===== src/rtl/spi_xfer_arbiter_pkg.sv =====
// Shared types for the SPI transfer arbiter: FSM encoding, timeout counter width
// and SPI_CR1 enable-bit positions.
package spi_xfer_arbiter_pkg;

    typedef enum logic [2:0] {
        S_IDLE     = 3'd0,
        S_GRANT    = 3'd1,
        S_START    = 3'd2,
        S_WAIT_ACK = 3'd3,
        S_BUSY     = 3'd4,
        S_DONE     = 3'd5
    } state_t;

    localparam int TMO_W     = 16;
    localparam int CR1_SPE   = 7;
    localparam int CR1_MTSR  = 6;

    // Arbiter runs only while the SPI block is enabled and configured as master.
    function automatic logic cr1_enable(input logic [7:0] cr1);
        return cr1[CR1_SPE] && cr1[CR1_MTSR];
    endfunction

endpackage


===== src/rtl/spi_xfer_arbiter_if.sv =====
// Requester-side and spi_master-side signals of the transfer arbiter.
// slave = arbiter view, master = requesters plus spi_master view.
interface spi_xfer_arbiter_if #(
    parameter int NUM_REQ = 4,
    parameter int IDX_W   = 2,
    parameter int DATA_W  = 8
);
    logic                      enable_in;
    logic [NUM_REQ-1:0]        req_in;
    logic [NUM_REQ*DATA_W-1:0] tx_data_in;
    logic [NUM_REQ-1:0]        gnt_out;
    logic [NUM_REQ-1:0]        done_out;
    logic [DATA_W-1:0]         rx_data_out;
    logic                      err_out;
    logic [IDX_W-1:0]          err_id_out;
    logic                      busy_out;
    logic [IDX_W-1:0]          cs_sel_out;
    logic                      m_new_tx_out;
    logic [DATA_W-1:0]         m_tx_data_out;
    logic                      m_finished_in;
    logic [DATA_W-1:0]         m_rx_data_in;

    modport slave (
        input  enable_in, req_in, tx_data_in, m_finished_in, m_rx_data_in,
        output gnt_out, done_out, rx_data_out, err_out, err_id_out, busy_out,
               cs_sel_out, m_new_tx_out, m_tx_data_out
    );

    modport master (
        output enable_in, req_in, tx_data_in, m_finished_in, m_rx_data_in,
        input  gnt_out, done_out, rx_data_out, err_out, err_id_out, busy_out,
               cs_sel_out, m_new_tx_out, m_tx_data_out
    );

endinterface


===== src/rtl/spi_xfer_arbiter_rr_pick.sv =====
// Combinational round-robin picker: first set request at or after ptr, wrapping.
module spi_xfer_arbiter_rr_pick #(
    parameter int N     = 4,
    parameter int IDX_W = 2
) (
    input  logic [N-1:0]     i_req,
    input  logic [IDX_W-1:0] i_ptr,
    output logic [IDX_W-1:0] o_idx,
    output logic             o_valid
);
    int               w_k;
    logic [IDX_W-1:0] w_kidx;

    always_comb begin
        o_idx   = '0;
        o_valid = 1'b0;
        w_k     = 0;
        w_kidx  = '0;
        // Scan farthest offset first so the nearest requester overwrites it.
        for (int off = N - 1; off >= 0; off--) begin
            w_k = int'(i_ptr) + off;
            if (w_k >= N) w_k = w_k - N;
            w_kidx = IDX_W'(w_k);
            if (i_req[w_kidx]) begin
                o_idx   = w_kidx;
                o_valid = 1'b1;
            end
        end
    end

endmodule


===== src/rtl/spi_xfer_arbiter.sv =====
// Round-robin arbiter sharing one spi_master byte engine between NUM_REQ requesters.
// Abort on timeout or enable drop; done_out and m_new_tx_out decode from the state.
module spi_xfer_arbiter
    import spi_xfer_arbiter_pkg::*;
#(
    parameter int NUM_REQ     = 4,
    parameter int IDX_W       = 2,
    parameter int DATA_W      = 8,
    parameter int TIMEOUT_CYC = 1024
) (
    input  logic              clk_in,
    input  logic              rst_in,
    spi_xfer_arbiter_if.slave bus
);
    state_t             r_state, w_state_nxt;
    logic [IDX_W-1:0]   r_ptr, r_idx, r_cs_sel, r_err_id, w_pick_idx, w_idx_inc;
    logic               w_pick_valid, w_abort, w_tmo_hit, r_err, r_busy;
    logic [TMO_W-1:0]   r_tmo_cnt;
    logic [NUM_REQ-1:0] r_gnt;
    logic [DATA_W-1:0]  r_rx, r_m_tx, w_tx_sel;

    spi_xfer_arbiter_rr_pick #(.N(NUM_REQ), .IDX_W(IDX_W)) u_rr_pick (
        .i_req   (bus.req_in),
        .i_ptr   (r_ptr),
        .o_idx   (w_pick_idx),
        .o_valid (w_pick_valid)
    );

    assign w_tmo_hit = (r_tmo_cnt == TMO_W'(TIMEOUT_CYC - 1));
    assign w_idx_inc = (r_idx == IDX_W'(NUM_REQ - 1)) ? '0 : r_idx + IDX_W'(1);

    always_comb begin
        w_tx_sel = '0;
        for (int i = 0; i < NUM_REQ; i++)
            if (w_pick_idx == IDX_W'(i)) w_tx_sel = bus.tx_data_in[i*DATA_W +: DATA_W];
    end

    always_ff @(posedge clk_in or posedge rst_in) begin
        if (rst_in) r_state <= S_IDLE;
        else        r_state <= w_state_nxt;
    end

    always_comb begin
        w_state_nxt = r_state;
        w_abort     = 1'b0;
        case (r_state)
            S_IDLE:     if (bus.enable_in && w_pick_valid) w_state_nxt = S_GRANT;
            S_GRANT:    if (!bus.enable_in) w_abort = 1'b1; else w_state_nxt = S_START;
            S_START:    if (!bus.enable_in) w_abort = 1'b1; else w_state_nxt = S_WAIT_ACK;
            S_WAIT_ACK: begin
                if (!bus.enable_in)          w_abort = 1'b1;
                else if (!bus.m_finished_in) w_state_nxt = S_BUSY;
                else if (w_tmo_hit)          w_abort = 1'b1;
            end
            S_BUSY: begin
                if (!bus.enable_in)         w_abort = 1'b1;
                else if (bus.m_finished_in) w_state_nxt = S_DONE;
                else if (w_tmo_hit)         w_abort = 1'b1;
            end
            S_DONE:     w_state_nxt = S_IDLE;
            default:    w_state_nxt = S_IDLE;
        endcase
        if (w_abort) w_state_nxt = S_IDLE;
    end

    always_ff @(posedge clk_in or posedge rst_in) begin
        if (rst_in) begin
            r_ptr     <= '0;
            r_idx     <= '0;
            r_cs_sel  <= '0;
            r_err_id  <= '0;
            r_err     <= 1'b0;
            r_busy    <= 1'b0;
            r_tmo_cnt <= '0;
            r_gnt     <= '0;
            r_rx      <= '0;
            r_m_tx    <= '0;
        end else begin
            r_err  <= 1'b0;
            r_busy <= (w_state_nxt != S_IDLE);
            if (r_state == S_START)
                r_tmo_cnt <= '0;
            else if (r_state == S_WAIT_ACK || r_state == S_BUSY)
                r_tmo_cnt <= r_tmo_cnt + TMO_W'(1);
            if (r_state == S_IDLE && w_state_nxt == S_GRANT) begin
                r_idx    <= w_pick_idx;
                r_cs_sel <= w_pick_idx;
                r_gnt    <= NUM_REQ'(1) << w_pick_idx;
                r_m_tx   <= w_tx_sel;
            end
            if (r_state == S_BUSY && w_state_nxt == S_DONE)
                r_rx <= bus.m_rx_data_in;
            if (w_abort) begin
                r_err    <= 1'b1;
                r_err_id <= r_idx;
                r_gnt    <= '0;
                r_ptr    <= w_idx_inc;
            end
            if (r_state == S_DONE) begin
                r_gnt <= '0;
                r_ptr <= w_idx_inc;
            end
        end
    end

    assign bus.gnt_out       = r_gnt;
    assign bus.done_out      = (r_state == S_DONE) ? r_gnt : '0;
    assign bus.rx_data_out   = r_rx;
    assign bus.err_out       = r_err;
    assign bus.err_id_out    = r_err_id;
    assign bus.busy_out      = r_busy;
    assign bus.cs_sel_out    = r_cs_sel;
    assign bus.m_new_tx_out  = (r_state == S_START);
    assign bus.m_tx_data_out = r_m_tx;

endmodule


===== src/flat_wrapper.sv =====
// flat-port wrapper written by rule: the top's interface ports become plain ports
module spi_xfer_arbiter_flat import spi_xfer_arbiter_pkg::*;
#(
    parameter int NUM_REQ     = 4,
    parameter int IDX_W       = 2,
    parameter int DATA_W      = 8,
    parameter int TIMEOUT_CYC = 1024
)
  (clk_in, rst_in, bus_enable_in, bus_req_in, bus_tx_data_in, bus_m_finished_in, bus_m_rx_data_in, bus_gnt_out, bus_done_out, bus_rx_data_out, bus_err_out, bus_err_id_out, bus_busy_out, bus_cs_sel_out, bus_m_new_tx_out, bus_m_tx_data_out);
  spi_xfer_arbiter_if #(.NUM_REQ(NUM_REQ), .IDX_W(IDX_W), .DATA_W(DATA_W)) bus_i ();
  input  logic clk_in;
  input  logic rst_in;
  input wire logic [$bits(bus_i.enable_in)-1:0] bus_enable_in;
  input wire logic [$bits(bus_i.req_in)-1:0] bus_req_in;
  input wire logic [$bits(bus_i.tx_data_in)-1:0] bus_tx_data_in;
  input wire logic [$bits(bus_i.m_finished_in)-1:0] bus_m_finished_in;
  input wire logic [$bits(bus_i.m_rx_data_in)-1:0] bus_m_rx_data_in;
  output wire logic [$bits(bus_i.gnt_out)-1:0] bus_gnt_out;
  output wire logic [$bits(bus_i.done_out)-1:0] bus_done_out;
  output wire logic [$bits(bus_i.rx_data_out)-1:0] bus_rx_data_out;
  output wire logic [$bits(bus_i.err_out)-1:0] bus_err_out;
  output wire logic [$bits(bus_i.err_id_out)-1:0] bus_err_id_out;
  output wire logic [$bits(bus_i.busy_out)-1:0] bus_busy_out;
  output wire logic [$bits(bus_i.cs_sel_out)-1:0] bus_cs_sel_out;
  output wire logic [$bits(bus_i.m_new_tx_out)-1:0] bus_m_new_tx_out;
  output wire logic [$bits(bus_i.m_tx_data_out)-1:0] bus_m_tx_data_out;
  assign bus_i.enable_in = bus_enable_in;
  assign bus_i.req_in = bus_req_in;
  assign bus_i.tx_data_in = bus_tx_data_in;
  assign bus_i.m_finished_in = bus_m_finished_in;
  assign bus_i.m_rx_data_in = bus_m_rx_data_in;
  assign bus_gnt_out = bus_i.gnt_out;
  assign bus_done_out = bus_i.done_out;
  assign bus_rx_data_out = bus_i.rx_data_out;
  assign bus_err_out = bus_i.err_out;
  assign bus_err_id_out = bus_i.err_id_out;
  assign bus_busy_out = bus_i.busy_out;
  assign bus_cs_sel_out = bus_i.cs_sel_out;
  assign bus_m_new_tx_out = bus_i.m_new_tx_out;
  assign bus_m_tx_data_out = bus_i.m_tx_data_out;
  spi_xfer_arbiter #(.NUM_REQ(NUM_REQ), .IDX_W(IDX_W), .DATA_W(DATA_W), .TIMEOUT_CYC(TIMEOUT_CYC)) u_core (.clk_in(clk_in), .rst_in(rst_in), .bus(bus_i));
endmodule

===== config.mk =====
export PLATFORM = sky130hd
export DESIGN_NAME = spi_xfer_arbiter_flat
export DESIGN_NICKNAME = d
export VERILOG_FILES = /design/src/rtl/spi_xfer_arbiter_pkg.sv /design/src/rtl/spi_xfer_arbiter_if.sv /design/src/rtl/spi_xfer_arbiter_rr_pick.sv /design/src/rtl/spi_xfer_arbiter.sv /design/src/flat_wrapper.sv
export SDC_FILE = /design/constraint.sdc
export NUM_CORES = 1
export LEC_CHECK = 0
export BUFFER_PORTS_ARGS = -buffer_cell sky130_fd_sc_hd__buf_4
export CORE_ASPECT_RATIO = 0.75
export CORE_UTILIZATION = 55
export DETAILED_ROUTE_END_ITERATION = 16
export GPL_TIMING_DRIVEN = 0
export PLACE_DENSITY = 0.88
export SLEW_MARGIN = 15
export SYNTH_ARGS = -nofsm -noshare
export SYNTH_HDL_FRONTEND = slang
export SYNTH_HIERARCHICAL = 1
export SYNTH_SLANG_ARGS = --single-unit

===== constraint.sdc =====
create_clock -name clk_in -period 3.9 [get_ports clk_in]
set_input_delay 0.78 -clock clk_in [delete_from_list [all_inputs] [get_ports clk_in]]
set_output_delay 0.78 -clock clk_in [all_outputs]
set_load 0.05 [all_outputs]

=== Word level (Yosys, flattened, before mapping) ===
Cells that the tools add are included.

* Logic and storage cells: 101
* Register bits after elaboration: 47
* Input bits: 48
* Output and inout port bits: 31

* Order comparisons: 8
* Multiplexer cells: 50
* Reductions and logical operators: 11
* Shifts and indexed selects: 1
* $add $sub $neg: 9
* Equal/unequal tests: 12

{| class="wikitable"
|+ Operator list
! kind !! count
|-
| $mux 16 || 2
|-
| $mux 8 || 4
|-
| $mux 3 || 8
|-
| $mux 2 || 11
|-
| $add 16x1->16 const B || 1
|-
| $eq 16x10->1 const B || 1
|-
| $mux 4 || 4
|-
| $mux 1 || 15
|-
| $pmux 3 s5 || 1
|-
| $lt 2x3->1 const B || 4
|-
| $eq 3x3->1 const B || 3
|-
| $ge 3x3->1 const B || 3
|-
| $bmux 1 s2 || 4
|-
| $sub 2x1->2 const B || 4
|-
| $add 2x2->3 const B || 2
|-
| $eq 2x2->1 const B || 3
|-
| $eq 3x1->1 const B || 2
|-
| $eq 3x2->1 const B || 2
|-
| $reduce_bool 3->1 || 2
|-
| $reduce_bool 2->1 || 2
|-
| $shl 1x2->4 const A || 1
|-
| $add 2x1->3 const B || 1
|-
| $ge 2x3->1 const B || 1
|-
| $logic_and 1x1->1 || 3
|-
| other kinds (7) || 7
|}

=== Depth between registers and ports, before layout ===
Gate-level depths: netlist of the first run.

* Depth in word-level cells: 18
* Mapped depth: 7

=== Hierarchy ===
The synthesis of the first run kept the hierarchy.

{| class="wikitable"
|+ Modules (own cells, without submodules)
! module !! cells an instance !! area an instance (µm²) !! sequential area each (µm²) !! instances
|-
| spi_xfer_arbiter || 206 || 2506.2 || 1176.1 || 1
|-
| spi_xfer_arbiter_rr_pick || 13 || 77.6 || 0.0 || 1
|}

=== Worst setup path before layout of the first run ===
No wires, ideal clock.

* Kind: input -> register
* From: input port bus_req_in[3]
* To: register u_core.r_m_tx[0], in the netlist u_core/bus.m_tx_data_out[0]
* Arrival: 2.300 ns
* Library setup time: 0.125 ns
* Data required time: 3.775 ns
* Stages: 5
* Slack: 1.476 ns
* Cells stage by stage: mux2i_1 -> a211oi_2 -> buf_2 -> mux4_2 -> mux2_2

{| class="wikitable"
|+ RTL lines
! element !! line !! text
|-
| start, declared || flat_wrapper.sv:14 || <nowiki>input wire logic [$bits(bus_i.req_in)-1:0] bus_req_in;</nowiki>
|-
| $bmux 1 s2 || spi_xfer_arbiter_rr_pick.sv:24 || <nowiki>if (i_req[w_kidx]) begin</nowiki>
|-
| $mux 1 (not written as such) || spi_xfer_arbiter_rr_pick.sv:24 ||
|-
| $mux 2 (3 in a row) || spi_xfer_arbiter_rr_pick.sv:24 ||
|-
| $mux 2 (*) || spi_xfer_arbiter_rr_pick.sv:24 ||
|-
| named net u_core.w_pick_idx[0] || spi_xfer_arbiter.sv:16 || <nowiki>logic [IDX_W-1:0] r_ptr, r_idx, r_cs_sel, r_err_id, w_pick_idx, w_idx_inc;</nowiki>
|-
| $logic_not 2->1 || spi_xfer_arbiter.sv:35 || <nowiki>if (w_pick_idx == IDX_W'(i)) w_tx_sel = bus.tx_data_in[i*DATA_W +: DATA_W];</nowiki>
|-
| $mux 8 (3 in a row) || spi_xfer_arbiter.sv:35 ||
|-
| $mux 8 (*) || spi_xfer_arbiter.sv:35 ||
|-
| end signal, assigned || spi_xfer_arbiter.sv:89 || <nowiki>r_m_tx <= w_tx_sel;</nowiki>
|-
| end, declared || spi_xfer_arbiter.sv:20 || <nowiki>logic [DATA_W-1:0] r_rx, r_m_tx, w_tx_sel;</nowiki>
|}

The timed path passes the listed nets; every way through them passes the cells marked *. The select of a mux whose other input is x is not followed.
A chain may end at the register's enable or synchronous reset.

=== Worst setup path in the final report of the first run ===
* From: register u_core.r_state[2]
* To: output port bus_m_new_tx_out

* Cells in the longest elaborated chain, start to end: 1

{| class="wikitable"
|+ Ends and longest elaborated chain
! element !! line !! text
|-
| start, declared || spi_xfer_arbiter.sv:15 || <nowiki>state_t r_state, w_state_nxt;</nowiki>
|-
| start signal, assigned || spi_xfer_arbiter.sv:40 || <nowiki>else r_state <= w_state_nxt;</nowiki>
|-
| $eq 3x2->1 || spi_xfer_arbiter.sv:113 || <nowiki>assign bus.m_new_tx_out = (r_state == S_START);</nowiki>
|-
| end, declared || flat_wrapper.sv:25 || <nowiki>output wire logic [$bits(bus_i.m_new_tx_out)-1:0] bus_m_new_tx_out;</nowiki>
|}

Every way passes these cells.

==> summary.txt, run 1 <==
hold slack final: 0.4142 ns
met1 Use GR: 32.69%
r2r startpoint: u_core/r_ptr[1]$_DFFE_PP0P_
initial antenna violation count: 0
Cells after DPL: 355
final setup margin: 1.339 ns
CTS tree: built
top-count cell post-synth: dfrtp_1
Power, Total: 2.570 mW
Cell Rows: 21
Synth cell types: 57
worst-path fanout max: 10
Startpoint Class: flop
Nets: 355
met2 Use GR: 41.30%
final clock skew: 0.004600 ns
Synth area leader: dfrtp_1
crit path time final: 2.561 ns
Critical Path Start: u_core/r_state[2]$_DFF_PP0_
Antenna Diode Count: 0
non-filler cells, final: 363
Leak: 1.601 nW
clk root buf: clkbuf_8
DR DRC count: 0
Synth Instances: 219
pre-CTS setup slack: 1.125 ns
Post-synth EDFFs: 0
Period Utilization, post-route: 65.67%
filler instances: 294
Post-CTS Resized: 0
Max VDD drop: 0.5029 mV
First-pass DRT Iterations: 4
total clock sinks: 47
core region area: 4493 sq um
total gr overflow: 0
WP data required: 3.12 ns
Top Usage Layer GRT: met2
HP Class: primary input to async pin
WL final: 6048 um
setup slack, reg-to-reg: 1.54 ns
Peak Freq: 390.4 MHz
DR vias/cell: 5.719
1st-iter DRT viols: 151
outcome: completed
die height: 61.36 um
syn_area_per_cell: 11.80 sq um
clk_lat worst skew: 0.30 ns
clk slew on worst S/H paths: 0.08 ns
Die X: 81.14 um
number of H-tree levels: 2
TritonCTS buffer count: 5
final hold viol count: 0
Total GRT Usage: 25.17%
global-route wire length before repair: 9052 um
synth top area cells: dfrtp_1, mux2_2, mux4_2, nand2_1, mux2i_1
layout cells sized above 1: 47.71%
grt met3 use: 5.630%
CP Class: flop to output port
Initial Util: 57.50%
IO Port Bufs: 78
yosys warns: 6
vias in the first global route: 1901
detailed-route via count: 2076
Die ar.: 4978 sq um
crit end category: output port
RSZ-0062 raised after global routing: false
Post-Syn Nets: 269
placed inst area: 3261 sq um
Slew HR: 65.76%
max cap viols: 0
Async SR Flop Fraction: 100.0%
cell area after synthesis: 2584 sq um
Core Util, Final: 75.19%
Detail Route Antenna Nets: 0
area of the multi-input gates: 1345 sq um
synth cell count leaders: dfrtp_1, nand2_1, mux2_2
area grow syn2layout: 30.75%
Post-CTS Setup Inserts: 0
crit path to: bus_m_new_tx_out
pwr/cell area: 760.6 nW/um^2
Max Slew Vio Count: 0
Fin Setup TNS: 0 ns
DR WL/cell: 16.66 um
register area: 1176 sq um
crit path DAT: 1.78 ns
I/O pin cnt: 79
Main synth FF type: dfrtp_1
cts hold-fix bufs: 0
number of cells on the worst reg-to-reg path: 5
fin area: 3378 sq um
Yosys top cell area share: 45.52%
largest net degree at the start of global routing: 36
setup violators final: 0
reg2reg end: u_core/bus.m_tx_data_out[3]$_DFFE_PP0P_
Max Buffers Root-to-Sink: 2
slew of the pin with the lowest slew margin: 0.5136 ns
sequential share of the synthesized area: 45.52%
Synth Register Bits: 47
post-detail-place hpwl: 4490 um
GP Congestion: 0.9147
[power breakdown]
part	switching (mW)	internal (mW)
combinational	0.891	0.537
clock	0.159	0.207
sequential	0.122	0.654
[flip-flops by register name (all words and copies together), names as in the netlist]
register / flops
u_core/r_tmo_cnt: 16
u_core/bus.m_tx_data_out: 8
u_core/bus.rx_data_out: 8
u_core/bus.gnt_out: 4
u_core/r_state: 3
u_core/bus.cs_sel_out: 2
u_core/bus.err_id_out: 2
u_core/r_ptr: 2
u_core/bus.busy_out: 1
u_core/bus.err_out: 1
[placed cells by master, fill, tap and decap left out, drive strengths merged, types with 7 or more instances in the layout]
| cell | n |
|---|---|
| mux2i | 8 |
| a21oi | 11 |
| nor2 | 15 |
| buf | 86 |
| nand2 | 23 |
| mux4 | 8 |
| clkbuf | 8 |
| mux2 | 23 |
| dfrtp | 47 |
| nand3 | 7 |
[cell type report]
type                    instances  area share (%)
repair buffers                 79           17.93
well taps                      57           2.111
multi-input cells             160           39.81
flip-flops and latches         47           34.81
inverters                       3          0.3333
plain buffers                   9           1.519
clock inverters                 2           1.037
clock buffers                   6           2.444
[cells by family (layout without fill, tap and decap cells)]
| kind of cell | count (synthesis) | in the layout | synth area share (%) |
|---|---|---|---|
| XOR/XNOR | 5 | 5 | 1.695 |
| multiplexers | 39 | 39 | 20.39 |
| adder cells (fa/ha/maj) | 2 | 2 | 0.9684 |
| AND/OR/NAND/NOR | 76 | 76 | 16.95 |
| AO/OA/AOI/OAI | 38 | 38 | 12.06 |
| flip-flops | 47 | 47 | 45.52 |
| buffers and inverters | 12 | 99 | 2.421 |
[critical path, stage by stage, from the launching register on]
cell and delay, ns:
dfrtp_1 0.37, buf_4 0.16, nand2b_1 0.24, or2_2 0.33
inv_1 0.15, buf_4 0.22
[metal layers]
| layer | share of wire [%] | up-vias |
|---|---|---|
| met5 | 0 | - |
| met4 | 1.8 | 0 |
| met3 | 7.0 | 14 |
| met2 | 48 | 83 |
| met1 | 43 | 997 |
| li1 | - | 982 |
[worst min path at each step]
stage                                           from                                      end  slack [ns]  cells past startpoint
6_report                                      rst_in    u_core/bus.rx_data_out[7]$_DFFE_PP0P_        0.41                      2
3_5_place_dp   u_core/bus.rx_data_out[3]$_DFFE_PP0P_    u_core/bus.rx_data_out[3]$_DFFE_PP0P_        0.49                      1
5_1_grt                                       rst_in    u_core/bus.rx_data_out[2]$_DFFE_PP0P_        0.43                      2
4_1_cts                                       rst_in  u_core/bus.m_tx_data_out[4]$_DFFE_PP0P_        0.42                      2
3_3_place_gp         u_core/r_tmo_cnt[9]$_DFFE_PP0P_          u_core/r_tmo_cnt[9]$_DFFE_PP0P_        0.46                      1
2_1_floorplan        u_core/r_tmo_cnt[9]$_DFFE_PP0P_          u_core/r_tmo_cnt[9]$_DFFE_PP0P_        0.45                      1
Note: power is estimated with default switching activity, not from simulation.
==> run 2: changes to the inputs <==
--- a/config.mk
+++ b/config.mk
@@ -7,10 +7,10 @@
 export LEC_CHECK = 0
 export BUFFER_PORTS_ARGS = -buffer_cell sky130_fd_sc_hd__buf_4
 export CORE_ASPECT_RATIO = 0.75
-export CORE_UTILIZATION = 55
+export CORE_UTILIZATION = 46
 export DETAILED_ROUTE_END_ITERATION = 16
 export GPL_TIMING_DRIVEN = 0
-export PLACE_DENSITY = 0.88
+export PLACE_DENSITY = 0.79
 export SLEW_MARGIN = 15
 export SYNTH_ARGS = -nofsm -noshare
 export SYNTH_HDL_FRONTEND = slang
==> constraint.sdc (replaced) <==
create_clock -name clk_in -period 2.1 [get_ports clk_in]
set_input_delay 0.42 -clock clk_in [delete_from_list [all_inputs] [get_ports clk_in]]
set_output_delay 0.42 -clock clk_in [all_outputs]
set_load 0.05 [all_outputs]
==> run 2 against run 1 <==
  * Sequential power is 87% higher
  * Non-clock buffer count is 3 higher
  * Core utilization fell by 12 points
  * Cell area rose by 1.3%
  * Clock skew grew 0.00086 ns
  * Sequential share of layout area shrank 0.45 points
  * Cell count is 5.5% higher
  * Total power up 83%
  * Critical path type is now flop to flop
==> summary.txt, run 2 (synthesized netlist as in run 1, its figures left out) <==
setup slack, reg-to-reg: 0.08 ns (was 1.54 ns)
final clock skew: 0.005459 ns (was 0.004600 ns)
Nets: 358 (was 355)
clk_lat worst skew: 0.29 ns (was 0.30 ns)
Die ar.: 5924 sq um (was 4978 sq um)
clk slew on worst S/H paths: 0.08 ns (about the same)
DR vias/cell: 5.436 (was 5.719)
vias in the first global route: 1893 (was 1901)
crit end category: flop (was output port)
reg2reg end: u_core/bus.m_tx_data_out[4]$_DFFE_PP0P_ (was u_core/bus.m_tx_data_out[3]$_DFFE_PP0P_)
crit path to: u_core/bus.m_tx_data_out[4]$_DFFE_PP0P_ (was bus_m_new_tx_out)
cts hold-fix bufs: 0 (unchanged)
number of cells on the worst reg-to-reg path: 5 (unchanged)
Slew HR: 66.56% (was 65.76%)
crit path time final: 2.023 ns
Power, Total: 4.700 mW (was 2.570 mW)
First-pass DRT Iterations: 4 (unchanged)
WP data required: 2.28 ns (was 3.12 ns)
Total GRT Usage: 19.75% (was 25.17%)
Leak: 1.609 nW (was 1.601 nW)
DR WL/cell: 15.36 um (was 16.66 um)
Max Slew Vio Count: 0 (unchanged)
Peak Freq: 494.3 MHz
Cells after DPL: 373 (was 355)
I/O pin cnt: 79 (unchanged)
CP Class: flop to flop (was flop to output port)
HP Class: primary input to async pin (unchanged)
Period Utilization, post-route: 96.34%
Cell Rows: 23 (was 21)
Antenna Diode Count: 0 (unchanged)
GP Congestion: 0.8153 (was 0.9147)
IO Port Bufs: 78 (unchanged)
1st-iter DRT viols: 112 (was 151)
area grow syn2layout: 32.45% (was 30.75%)
layout cells sized above 1: 49.35% (was 47.71%)
number of H-tree levels: 2 (unchanged)
Initial Util: 48.01% (was 57.50%)
WL final: 5884 um (was 6048 um)
Biggest register: u_core/r_tmo_cnt (unchanged)
Startpoint Class: flop (unchanged)
pwr/cell area: 1373 nW/um^2 (was 760.6 nW/um^2)
outcome: completed (unchanged)
TritonCTS buffer count: 5 (unchanged)
global-route wire length before repair: 8976 um (was 9052 um)
most frequent cells in the layout: buf_4, dfrtp_1, nand2_1, mux2_2, nor2_1 (unchanged)
final setup margin: 0.07677 ns (was 1.339 ns)
Die X: 88.54 um (was 81.14 um)
hold slack final: 0.09883 ns (was 0.4142 ns)
post-detail-place hpwl: 4415 um (was 4490 um)
non-filler cells, final: 383 (was 363)
detailed-route via count: 2082 (was 2076)
clk root buf: clkbuf_8 (unchanged)
Max Buffers Root-to-Sink: 2 (unchanged)
Detail Route Antenna Nets: 0 (unchanged)
Largest register FFs: 16 (unchanged)
core region area: 5381 sq um (was 4493 sq um)
crit path DAT: 2.21 ns (was 1.78 ns)
total clock sinks: 47 (unchanged)
total gr overflow: 0 (unchanged)
initial antenna violation count: 0 (unchanged)
largest net degree at the start of global routing: 32 (was 36)
slew of the pin with the lowest slew margin: 0.5016 ns (was 0.5136 ns)
commonest non-fill, non-tap cell in the layout: buf_4 (unchanged)
final hold viol count: 0 (unchanged)
max cap viols: 0 (unchanged)
DR DRC count: 0 (unchanged)
Max VDD drop: 0.6449 mV (was 0.5029 mV)
die height: 66.91 um (was 61.36 um)
CTS tree: built (unchanged)
Critical Path Start: u_core/r_ptr[1]$_DFFE_PP0P_ (was u_core/r_state[2]$_DFF_PP0_)
worst-path fanout max: 7 (was 10)
setup violators final: 0 (unchanged)
pre-CTS setup slack: -0.3138 ns (was 1.125 ns)
r2r startpoint: u_core/r_ptr[1]$_DFFE_PP0P_ (unchanged)
## run 2: worst min-delay path by stage
| stage | slack (ns) | startpoint | end |
|---|---|---|---|
| detailed placement | 0.42 | rst_in | u_core/bus.m_tx_data_out[2]$_DFFE_PP0P_ |
| global placement | 0.47 | u_core/r_tmo_cnt[9]$_DFFE_PP0P_ | u_core/r_tmo_cnt[9]$_DFFE_PP0P_ |
| floorplan | 0.45 | u_core/r_tmo_cnt[9]$_DFFE_PP0P_ | u_core/r_tmo_cnt[9]$_DFFE_PP0P_ |
| finish | 0.1 | rst_in | u_core/bus.m_tx_data_out[2]$_DFFE_PP0P_ |
| global route | 0.12 | rst_in | u_core/bus.rx_data_out[5]$_DFFE_PP0P_ |
| CTS | 0.10 | rst_in | u_core/bus.rx_data_out[4]$_DFFE_PP0P_ |
## run 2: through the flow
| step | util (%) | area (sq um) | TNS (ns) |
|---|---|---|---|
| after floorplan | - | 2584 | 0 |
| after global placement | 60.64 | 3263 | -2.768 |
| after detailed placement | 61.01 | 3283 | -1.536 |
| after CTS | 63.10 | 3396 | 0 |
| after global routing | 63.59 | 3422 | -0.0008620 |
| final | 63.59 | 3422 | 0 |
## run 2: metal layers
metal / track usage [%] / part of all wire, % / vias to the layer above
met1: 28.85 / 48 / 1038
met2: 31.35 / 48 / 50
met5: 0 / 0 / -
li1: - / - / 989
met3: 2.107 / 3.6 / 5
met4: 4.839 / 0.66 / 0
## run 2: area by class of cell
class	count	area (sq um)
Timing Repair Buffer	82	631.9
Tap cell	75	93.84
Fill cell	417	1959
Sequential cell	47	1176
Multi-Input combinational cell	160	1363
Buffer	9	58.81
Clock buffer	6	82.58
Clock inverter	1	5.005
Inverter	3	11.26
## run 2: critical path: stages, from the launching register on
cell and delay, ns:
dfrtp_1 0.44, mux2i_1 0.18, a211oi_4 0.30, buf_6 0.19, mux4_2 0.52, mux2_2 0.28
## run 2: power by group
part	switching [mW]	total, mW	internal, mW
logic	1.65	2.70	1.06
registers	0.240	1.45	1.21
clock network	0.284	0.543	0.259
total	2.17	4.70	2.53
## run 2: repair_timing
item                       in CTS  in global routing
setup buffers                   1                  2
pin swaps                       1                  1
setup endpoints to repair       6                 10
gates resized for setup         6                  4
cloned                          0                  0
